==> src/rtl/challenge_pkg.sv <==
// ============================================================================
//  Module      : challenge_pkg
//  Description : Shared FSM encoding, word width and width helper for the
//                challenge scheduler.
//  Revision    : 1.0 - initial release
// ============================================================================
`default_nettype none

package challenge_pkg;

  localparam int WORD_W = 16;

  typedef enum logic [1:0] {
    ST_IDLE    = 2'd0,
    ST_STEP    = 2'd1,
    ST_CAPTURE = 2'd2,
    ST_PRESENT = 2'd3
  } state_t;

  function automatic int cnt_w(input int n);
    return (n > 1) ? $clog2(n) : 1;
  endfunction

endpackage

`default_nettype wire

==> src/rtl/rr_arbiter.sv <==
// ============================================================================
//  Module      : rr_arbiter
//  Description : Combinational round-robin pick; search starts one past the
//                previous winner and wraps modulo NUM_REQ.
//  Revision    : 1.0 - initial release
// ============================================================================
`default_nettype none

module rr_arbiter
  import challenge_pkg::*;
#(
  parameter int NUM_REQ = 4,
  parameter int IW      = cnt_w(NUM_REQ)
) (
  input  logic [NUM_REQ-1:0] req,
  input  logic [IW-1:0]      last_grant,
  output logic [NUM_REQ-1:0] gnt
);

  localparam logic [IW:0] NREQ = (IW+1)'(NUM_REQ);

  logic [IW:0] w_idx;
  logic        w_found;

  always_comb begin
    gnt     = '0;
    w_found = 1'b0;
    w_idx   = '0;
    for (int i = 1; i <= NUM_REQ; i++) begin
      w_idx = {1'b0, last_grant} + (IW+1)'(i);
      if (w_idx >= NREQ) w_idx = w_idx - NREQ;
      if (!w_found && req[w_idx[IW-1:0]]) begin
        gnt[w_idx[IW-1:0]] = 1'b1;
        w_found            = 1'b1;
      end
    end
  end

endmodule

`default_nettype wire

==> src/rtl/challenge_sched.sv <==
// ============================================================================
//  Module      : challenge_sched
//  Description : Grants one requester at a time, steps an external LFSR and
//                assembles WORDS captured words into a challenge.
//  Revision    : 1.0 - initial release
// ============================================================================
`default_nettype none

module challenge_sched
  import challenge_pkg::*;
#(
  parameter int NUM_REQ        = 4,
  parameter int WORDS          = 2,
  parameter int STEPS_PER_WORD = 4
) (
  input  logic                    clk,
  input  logic                    rst,
  input  logic [NUM_REQ-1:0]      req,
  input  logic [NUM_REQ-1:0]      ack,
  input  logic [WORD_W-1:0]       lfsr_random,
  output logic                    lfsr_enable,
  output logic [NUM_REQ-1:0]      gnt,
  output logic [WORD_W*WORDS-1:0] challenge,
  output logic                    valid,
  output logic                    busy
);

  localparam int CW = WORD_W * WORDS;
  localparam int IW = cnt_w(NUM_REQ);
  localparam int SW = cnt_w(STEPS_PER_WORD);
  localparam int WW = cnt_w(WORDS);
  localparam logic [SW-1:0] STEP_LAST = SW'(STEPS_PER_WORD - 1);
  localparam logic [WW-1:0] WORD_LAST = WW'(WORDS - 1);
  localparam logic [IW-1:0] LAST_INIT = IW'(NUM_REQ - 1);

  state_t             r_state;
  logic [NUM_REQ-1:0] r_gnt;
  logic [IW-1:0]      r_last;
  logic [SW-1:0]      r_step;
  logic [WW-1:0]      r_word;
  logic [CW-1:0]      r_challenge;
  logic               r_enable;
  logic               r_valid;

  logic [NUM_REQ-1:0] w_win;
  logic [IW-1:0]      w_win_idx;
  logic [CW-1:0]      w_shifted;
  logic               w_held;
  logic               w_acked;

  rr_arbiter #(.NUM_REQ(NUM_REQ), .IW(IW)) u_arb (
    .req        (req),
    .last_grant (r_last),
    .gnt        (w_win)
  );

  always_comb begin
    w_win_idx = '0;
    for (int i = 0; i < NUM_REQ; i++) begin
      if (w_win[i]) w_win_idx = IW'(i);
    end
  end

  generate
    if (WORDS > 1) begin : g_shift_multi
      assign w_shifted = {r_challenge[CW-WORD_W-1:0], lfsr_random};
    end else begin : g_shift_single
      assign w_shifted = lfsr_random;
    end
  endgenerate

  assign w_held  = |(req & r_gnt);
  assign w_acked = |(ack & r_gnt);

  always_ff @(posedge clk or posedge rst) begin
    if (rst) begin
      r_state     <= ST_IDLE;
      r_gnt       <= '0;
      r_last      <= LAST_INIT;
      r_step      <= '0;
      r_word      <= '0;
      r_challenge <= '0;
      r_enable    <= 1'b0;
      r_valid     <= 1'b0;
    end else begin
      case (r_state)
        ST_IDLE: begin
          if (|req) begin
            r_gnt    <= w_win;
            r_last   <= w_win_idx;
            r_step   <= '0;
            r_word   <= '0;
            r_enable <= 1'b1;
            r_state  <= ST_STEP;
          end
        end
        ST_STEP: begin
          if (!w_held) begin
            r_gnt    <= '0;
            r_enable <= 1'b0;
            r_state  <= ST_IDLE;
          end else if (r_step == STEP_LAST) begin
            r_step   <= '0;
            r_enable <= 1'b0;
            r_state  <= ST_CAPTURE;
          end else begin
            r_step <= r_step + 1'b1;
          end
        end
        ST_CAPTURE: begin
          if (!w_held) begin
            r_gnt   <= '0;
            r_state <= ST_IDLE;
          end else begin
            r_challenge <= w_shifted;
            if (r_word == WORD_LAST) begin
              r_valid <= 1'b1;
              r_state <= ST_PRESENT;
            end else begin
              r_word   <= r_word + 1'b1;
              r_enable <= 1'b1;
              r_state  <= ST_STEP;
            end
          end
        end
        ST_PRESENT: begin
          // Ack and withdrawal both leave; last_grant was fixed at grant time.
          if (w_acked || !w_held) begin
            r_gnt   <= '0;
            r_valid <= 1'b0;
            r_state <= ST_IDLE;
          end
        end
        default: begin
          r_gnt    <= '0;
          r_enable <= 1'b0;
          r_valid  <= 1'b0;
          r_state  <= ST_IDLE;
        end
      endcase
    end
  end

  assign lfsr_enable = r_enable;
  assign gnt         = r_gnt;
  assign challenge   = r_challenge;
  assign valid       = r_valid;
  assign busy        = (r_state != ST_IDLE);

endmodule

`default_nettype wire
==> config.mk <==
export PLATFORM = sky130hd
export DESIGN_NAME = challenge_sched
export DESIGN_NICKNAME = d
export VERILOG_FILES = /design/src/rtl/challenge_pkg.sv /design/src/rtl/rr_arbiter.sv /design/src/rtl/challenge_sched.sv
export SDC_FILE = /design/constraint.sdc
export NUM_CORES = 1
export LEC_CHECK = 0
export CORE_AREA = 3 3 87 89
export DETAILED_ROUTE_END_ITERATION = 10
export DIE_AREA = 0 0 90 92
export MAX_ROUTING_LAYER = met4
export PLACE_DENSITY = 0.67
export SETUP_SLACK_MARGIN = 0.4
export SYNTH_ARGS = -nofsm -noshare
export SYNTH_HDL_FRONTEND = slang
export SYNTH_SLANG_ARGS = --single-unit
==> constraint.sdc <==
create_clock -name clk -period 4.52 [get_ports clk]
set_clock_uncertainty 0.05 [all_clocks]
set_input_delay 0.452 -clock clk [delete_from_list [all_inputs] [get_ports clk]]
set_output_delay 0.452 -clock clk [all_outputs]
set_load 0.02 [all_outputs]
==> Word level (Yosys, flattened, before mapping) <==
Index checks and enable logic that the tools add are counted.
{ "totals": {"output_inout_bits": 39, "word_cells": 136, "in_bits": 26, "regBits": 45} }
{ "op_classes": {"n_mux": 59, "eq_ne": 12, "n_addsub": 10, "n_lt_le_gt_ge": 12, "n_reduce_logical": 30, "bitwise_logic": 5} }
{ "op_table": {"columns": ["cell", "n"], "rows": [
  ["2-bit 2-to-1 mux", 15],
  ["4-bit 2-to-1 mux", 7],
  ["1-bit 2-to-1 mux", 23],
  ["2-bit != test, second input constant", 7],
  ["3-bit >= comparator, second input constant", 4],
  ["2-bit by 3-bit < comparator with 1-bit output, second input constant", 4],
  ["4-bit OR", 3],
  ["4-bit one-hot mux with 3 select lines", 1],
  ["3-bit AND reduction", 4],
  ["4-bit OR reduction", 3],
  ["4-bit bitwise AND", 2],
  ["1-bit binary-select mux with 2-bit select", 4],
  ["1-bit demux with 2-bit select", 4],
  ["2-bit by 1-bit >= comparator with 1-bit output, second input constant", 4],
  ["2-bit one-hot mux with 4 select lines", 1],
  ["2-bit nonzero test", 4],
  ["2-bit by 1-bit subtractor with 2-bit output, second input constant", 4],
  ["1-bit logical AND", 7],
  ["2-bit by 2-bit adder with 3-bit output, second input constant", 2],
  ["2-bit equality test, second input constant", 3],
  ["5-bit AND reduction", 1],
  ["1-bit zero test", 4],
  ["1-bit one-hot mux with 2 select lines", 2],
  ["2-bit one-hot mux with 2 select lines", 1],
  ["13 further kinds", 14]
]} }

==> Logic depth before layout (Yosys ltp) <==
Gate-level depths: netlist of run 1.
{ "logic_depth": {"word_depth": 18, "ltp_mapped": 9, "mapped_depth_nobuf": 8} }

==> By module <==
A second synthesis of run 1 with hierarchy kept.
{ "hier_totals": {"cells_unflattened": 192, "hier_area_um2": 2399.8} }
{ "by_module_without_submodules": {"columns": ["module", "cells_each", "area_each_um2", "n_inst", "seq_area_each_um2"], "rows": [
  ["challenge_sched", 154, 2042.0, 1, 1128.6],
  ["rr_arbiter", 38, 357.8, 1, 0.0]
]} }

==> Worst setup path before layout of run 1 <==
No wires, ideal clock.
{ "synth_timing": {"path_kind": "reg2reg", "from": "reg r_last[0]", "to": "reg r_last[1]", "path_buffers": 1, "arrival_time_ps": 2266, "setup_ps": 85, "setup_slack_ps": 2119, "path_stages_with_launch": 10, "required_ps": 4385, "period_less_slack_ps": 2401, "cell_sequence": "dfstp_2 buf_6 inv_1 ha_1 mux4_2 nand2_1 o21ai_0 a221o_1 nor4b_2 a21oi_1"} }
{ "synth_via": {"elab_chain_len": 17, "word_cells_on_any_way": 62, "classes_between": "8 x add/sub; 12 x order compare; 29 x mux; 3 x bitwise; 10 x reduce/logical"} }
{ "synth_lines": {"columns": ["element", "line_no", "rtl"], "rows": [
  ["start: declaration", "challenge_sched.sv:38", "logic [IW-1:0] r_last;"],
  ["start signal: assignment", "challenge_sched.sv:90", "r_last <= w_win_idx;"],
  ["branches (longest 14 deep; another with 2-bit by 1-bit adder with 3-bit output)", null, null],
  ["4-bit 2-to-1 mux *", "rr_arbiter.sv:32", "if (!w_found && req[w_idx[IW-1:0]]) begin"],
  ["2-bit 2-to-1 mux", "challenge_sched.sv:60", "if (w_win[i]) w_win_idx = IW'(i);"],
  ["2-bit 2-to-1 mux *", "challenge_sched.sv:60", null]
]} }
Mark *: on every way between the ends. The select of a mux whose other input is x is not followed.
A chain may end at the register's enable or synchronous reset.

==> Final worst setup path of run 1 <==
{ "layout_timing": {"from": "reg r_last[0]", "to": "reg r_last[0]"} }
{ "layout_via": {"elab_chain_len": 18, "word_cells_on_any_way": 63, "classes_between": "8 x add/sub; 12 x order compare; 30 x mux; 3 x bitwise; 10 x reduce/logical"} }
{ "layout_lines": {"columns": ["element", "line_no"], "rows": [
  ["branches (longest 14 deep; another with 2-bit by 1-bit adder with 3-bit output)", null],
  ["4-bit 2-to-1 mux *", "rr_arbiter.sv:32"],
  ["1-bit 2-to-1 mux", "challenge_sched.sv:60"],
  ["2-bit 2-to-1 mux", "challenge_sched.sv:60"],
  ["2-bit 2-to-1 mux *", "challenge_sched.sv:60"]
]} }
Marked as above.

==> summary.txt, run 1 <==
Power and ir drop
  – Sw Pwr: ~740 uW
  – Maximum VDD drop: between 0.0002 and 0.00025 V
  – PD cells: approximately 600 mW/mm^2
  – Clk network pwr share: 0.157
  – Int Pwr: 1.19 mW
  – Switching portion of total power: 0.383
  – Static Leak: about 1.5 nW
  – Comb pwr share: 0.498
  – Flop pwr share: 0.345
  – Pwr Total: just under 2 mW

CTS
  – Reg clk slew, reported paths: 0.08 ns
  – Clk sink count: 45
  – CTS root buffer: clkbuf_8
  – TritonCTS clock tree: built
  – Hold Buf Count CTS: 0
  – Post-CTS Setup Bufs: 0
  – Max clock buf depth: 2
  – H-Tree Depth: 2
  – Num CTS Buffers: 5
  – Worst-Skew Late Latency: around 0.30 ns
  – CTS resizes: 0

STA
  – Endpoints failing setup: 0
  – Setup WS post-layout: roughly 1.8 ns
  – Fmax: 373 MHz
  – Crit share post-route: 0.593
  – Relative slew slack: 0.381
  – Worst Tran Pin Value: 0.928 ns
  – Aggregate negative setup slack: 0 ns
  – Final worst path period need: ~2.7 ns
  – Max-slew violations: 0
  – Final Hold Fails: 0
  – Unrepaired setup endpoints after global routing: no

Yosys
  – Simple-gate share of the synthesized area: 0.0938
  – Mux cell area share after synthesis: 0.202
  – Synth area leaders: dfrtp_1 (45%), mux2_2 (16%), ha_1 (7.4%)
  – Post-Synth XOR/XNOR Area: 0
  – Synth Register Bits: 45
  – Post-synth EDFFs: 0
  – Main synth FF type: dfrtp_1
  – Distinct cells, synth: 40
  – Area leader, netlist: dfrtp_1
  – Net count after synthesis: about 240
  – Post-synthesis compound-gate area fraction: 0.113
  – Gate count after technology mapping: ~200
  – Synth warn: 0
  – Post-Synth Adder-Cell Area: 0.0738
  – Register area share after synthesis: 0.475
  – Post-synth ARST share: 1.00
  – Synth top area share: 0.453
  – Largest family of logic cells by synthesized area: multiplexers
  – Netlist Area Pre-Place: ~0.0024 sq mm
  – Post-synthesis average cell area: approximately 12 sq um

Layout
  – Commonest non-fill, non-tap cell in the layout: clkdlybuf4s50_1
  – Post-route cell area: between 0.003 and 0.004 sq mm
  – Most frequent cells in the layout: clkdlybuf4s50_1 (64), dfrtp_1 (43), mux2_2 (33)
  – # diodes: 0
  – Post-layout nets: between 300 and 400
  – Share of post-route cells with drive strength above 1: 0.189
  – Area grow syn2layout: 34.5%

Critical path
  – Slowest stage delay, CP: around 0.75 ns
  – Critical path type: flip-flop to flip-flop
  – CP required: 4.69 ns
  – Worst-path maximum fanout: 18
  – Cells along the critical path: inv_1 > ha_1 > mux4_2 > nand2_1 > o21ai_0 > a221o_1 > nand2b_1 > a31oi_1
  – Critical-path top delay cell: dfstp_2
  – CP Data Arrival Time: about 2.9 ns
  – Reg2reg path depth: 8
  – Worst setup SP type: flip-flop
  – CP endpoint kind: flip-flop

Floorplan
  – Ports: 65
  – Die Wd: roughly 90 microns
  – Starting Density: 0.347
  – Core area: 0.00683 sq mm
  – Die area: ~0.0083 sq mm
  – Num rows: 30
  – Die Y: ~92 microns

Global route
  – Vias in the first global route: about 1,700
  – Global Route Usage Sum: 0.127
  – First-pass GRT wire length: 8.40 mm
  – Pin count of the biggest net entering global routing: 46
  – Initial antenna violation count: 0
  – Total gr overflow: 0

Detailed routing
  – Vias per cell: slightly below 5
  – Initial DRC Count: approximately 50
  – # DRC: 0
  – Drt pass-1 iters: 4
  – Detail Route Antenna Nets: 0
  – Vias: approximately 1,800
  – Drt wl/cell: about 14 microns
  – Final WL: 4.96 mm

Placed design
  – Routability cong.: ~0.8
  – Detailed Place HPWL: between 3 and 4 mm
  – Area after detailed placement: between 0.003 and 0.004 sq mm
  – Buffers on Ports: 64
  – Pre-CTS WS: roughly 1.8 ns

Flow run
  – Max-Cap Viols: 0

Worst hold path
  – Worst Hold Class: flip-flop to flip-flop
  – Hold Crit Depth: 2

Outcome
  – Outcome: finished clean
==> power groups by stage <==
stage	clock network, mW	logic, mW	registers [mW]
after global routing	0.331	1.05	0.688
after floorplan	0	0.500	0.771
final	0.302	0.956	0.663
after detailed placement	0	0.962	0.672
after CTS	0.317	0.963	0.664
after global placement	0	0.947	0.666
==> cells in the mapped netlist, drive strengths merged, types with 2 or more instances <==
library cell,n
buf,8
nand2b,2
nand2,22
dfstp,2
o21ai,15
nor2,8
dfrtp,43
a221o,2
a21oi,4
inv,10
ha,14
mux2,33
a31oi,2
a22o,5
a22oi,2
and3,2
nor3,2
a221oi,2
mux4,4
==> layout make-up <==
| type | count | area [sq um] |
|---|---|---|
| clock inverter | 2 | 38.8 |
| clock buffer | 6 | 72.6 |
| multi-input combinational | 136 | 1150 |
| timing repair buffer | 65 | 648 |
| sequential | 45 | 1130 |
| fill | 689 | 3640 |
| tap | 96 | 120 |
| inverter | 10 | 37.5 |
==> metal layers <==
metal  share of wire  GRT usage
met5               0          -
met1            0.46      0.159
met2            0.46      0.199
met4           0.014     0.0446
met3           0.065     0.0353
==> state kept, by name, summed over array words and instances (netlist names) <==
| name | cells |
|---|---|
| challenge | 32 |
| gnt | 4 |
| r_last | 2 |
| r_state | 2 |
| r_step | 2 |
| lfsr_enable | 1 |
| r_word | 1 |
| valid | 1 |
==> worst max-delay path, delay by kind of cell (launching register included) <==
family	cells	cell delay, ns
compound gates	3	0.57
fa+ha+maj	1	0.39
buf+inv	1	0.16
flops	1	0.75
mux	1	0.40
simple gates	2	0.27
==> final timing paths <==
path                              from             to  slack, ns
min in group asynchronous          rst  challenge[24]       0.63
max                          r_last[0]      r_last[0]       1.84
max in group asynchronous          rst  challenge[17]       3.20
min                        lfsr_enable    lfsr_enable       0.46
max reg2reg                  r_last[0]      r_last[0]       1.84
min reg2reg                lfsr_enable    lfsr_enable       0.46
==> metrics by stage <==
| stage | util | hold slack, ns | instances |
|---|---|---|---|
| floorplan | - | 0.441 | 199 |
| global placement | 0.451 | 0.437 | 352 |
| detailed placement | 0.451 | 0.444 | 352 |
| CTS | 0.467 | 0.465 | 360 |
| global route | 0.467 | 0.475 | 360 |
| finish | 0.467 | 0.459 | 360 |
==> cells by family (layout without fill, tap and decap cells) <==
group / after synthesis / in the layout
fa+ha+maj: 14 / 14
buf+inv: 18 / 83
mux: 38 / 38
flops: 45 / 45
simple gates: 45 / 45
compound gates: 39 / 39
No activity file was read; power rests on OpenSTA's default activity.
==> run 2: changes to the inputs <==
clock period = 2.6 ns   (was 4.52 ns; I/O delays follow)
==> summary.txt, run 2 (same netlist as run 1, synthesis figures left out) <==
Critical path
  – CP required: between 2 and 3 ns
  – Crit path from: r_last[0]
  – Critical-path top delay cell: dfstp_4
  – CP endpoint kind: flip-flop
  – Worst-path maximum fanout: 8
  – FF-to-FF setup slack: between 0.3 and 0.4 ns
  – Critical R2R Launch: r_last[0]
  – Slowest stage delay, CP: 0.70 ns
  – Cells along the critical path: buf_4 > mux4_1 > nand2_1 > o21ai_0 > mux2i_1 > o21ai_1 > a22o_1
  – Critical path type: flip-flop to flip-flop
  – CP Data Arrival Time: about 2.4 ns
  – Worst setup SP type: flip-flop

STA
  – Setup WS post-layout: 0.305 ns
  – Crit share post-route: 0.883
  – Unrepaired setup endpoints after global routing: yes
  – Final worst path period need: 2.29 ns
  – Relative slew slack: 0.670
  – Fmax: 436 MHz
  – Endpoints failing setup: 0
  – Final Hold Fails: 0
  – Worst Tran Pin Value: about 0.49 ns
  – Max-slew violations: 0
  – Aggregate negative setup slack: 0 ns

Layout
  – Max reg flops: 32
  – # diodes: 0
  – Share of post-route cells with drive strength above 1: 0.246
  – Post-layout nets: around 320
  – Most frequent cells in the layout: clkdlybuf4s50_1 (63), dfrtp_1 (43), mux2_2 (33)
  – Utilization after layout: 0.493
  – Area grow syn2layout: 41.9%
  – Commonest non-fill, non-tap cell in the layout: clkdlybuf4s50_1

CTS
  – TritonCTS clock tree: built
  – Reg clk slew, reported paths: approximately 0.090 ns
  – Clk sink count: 45
  – H-Tree Depth: 2
  – Num CTS Buffers: 5
  – Worst-Skew Late Latency: around 0.29 ns
  – Hold Buf Count CTS: 0
  – Max clock buf depth: 2
  – CTS root buffer: clkbuf_8

Detailed routing
  – Drt wl/cell: between 10 and 15 microns
  – Vias per cell: ~4.9
  – Drt pass-1 iters: 4
  – # DRC: 0
  – Initial DRC Count: 60
  – Vias: about 1,800
  – Final WL: roughly 5.2 mm
  – Detail Route Antenna Nets: 0

Power and ir drop
  – Pwr Total: approximately 3.7 mW
  – Static Leak: ~1.6 nW
  – PD cells: about 1100 mW/mm^2
  – Maximum VDD drop: 0.000484 V

Global route
  – Global Route Usage Sum: 0.132
  – Vias in the first global route: about 1,800
  – Initial antenna violation count: 0
  – Pin count of the biggest net entering global routing: 33
  – Total gr overflow: 0
  – First-pass GRT wire length: just under 9 mm

Floorplan
  – Die area: approximately 0.0083 sq mm
  – Ports: between 60 and 70
  – Die Wd: about 90 microns
  – Starting Density: 0.347
  – Die Y: 92 microns
  – Num rows: 30
  – Core area: around 0.007 sq mm

Worst hold path
  – Worst Hold Class: primary input to async pin

Placed design
  – Pre-CTS WS: about 0.085 ns
  – Buffers on Ports: 64
  – Routability cong.: between 0.8 and 0.9
  – Detailed Place HPWL: ~3.7 mm

Flow run
  – Max-Cap Viols: 0

Outcome
  – Outcome: finished clean
==> run 2: cell types whose count changed in the layout (fill, tap and decap cells not counted), sizes merged <==
cell | previous run | this run
clkbuf | 6 | 5
clkdlybuf4s50 | 64 | 63
bufinv | 1 | 2
buf | 1 | 13
dlymetal6s2s | 0 | 1
inv | 10 | 11
clkinv | 1 | 0
==> run 2: per-layer routing <==
metal / share of wire / vias up / global-route usage / wire, microns
met2: 0.47 / 66 / 0.208 / 2490
met5: 0 / - / - / 0
met1: 0.46 / 884 / 0.176 / 2400
met3: 0.059 / 5 / 0.0304 / 310
li1: - / 877 / - / -
met4: 0.0086 / 0 / 0.0306 / 45
==> run 2: final timing paths <==
path	end	depth (start not counted)
max	gnt[0]	7
min	challenge[20]	2
max reg2reg	gnt[0]	7
min reg2reg	challenge[17]	1
max in group asynchronous	challenge[0]	3
min in group clk	challenge[17]	1
==> run 2: final cells by class <==
class | count | area, sq um
timing repair buffer | 77 | 766
multi-input combinational | 136 | 1170
fill | 621 | 3460
sequential | 45 | 1130
clock inverter | 3 | 68.8
inverter | 10 | 40.0
clock buffer | 5 | 68.8
tap | 96 | 120
==> run 2: what timing repair did <==
item                                    CTS  global route
endpoints found under the setup margin    6             8
pin swaps                                 4             5
buffers inserted                          9             0
resized for setup                         5             5
==> run 2: critical path: cells and delay by family, from the launching register on <==
kind | cells | cell delay [ns]
DFF | 1 | 0.70
muxes | 2 | 0.76
and+or+nand+nor | 1 | 0.11
AOI/OAI and AO/OA | 3 | 0.43
buffers and inverters | 1 | 0.15
==> run 2: where the power goes <==
part           leakage [nW]  switching (mW)  internal [mW]
Combinational         0.877           0.960          0.979
Sequential            0.607           0.177          0.946
Clock                0.0687           0.244          0.387
Total                  1.55            1.38           2.31
==> run 2: metrics by stage <==
step	hold WS, ns	cells	area (sq um)
after floorplan	0.361	199	2390
after global placement	0.438	355	3140
after detailed placement	0.442	355	3140
after CTS	0.265	372	3360
after global routing	0.287	372	3370
final	0.252	372	3370
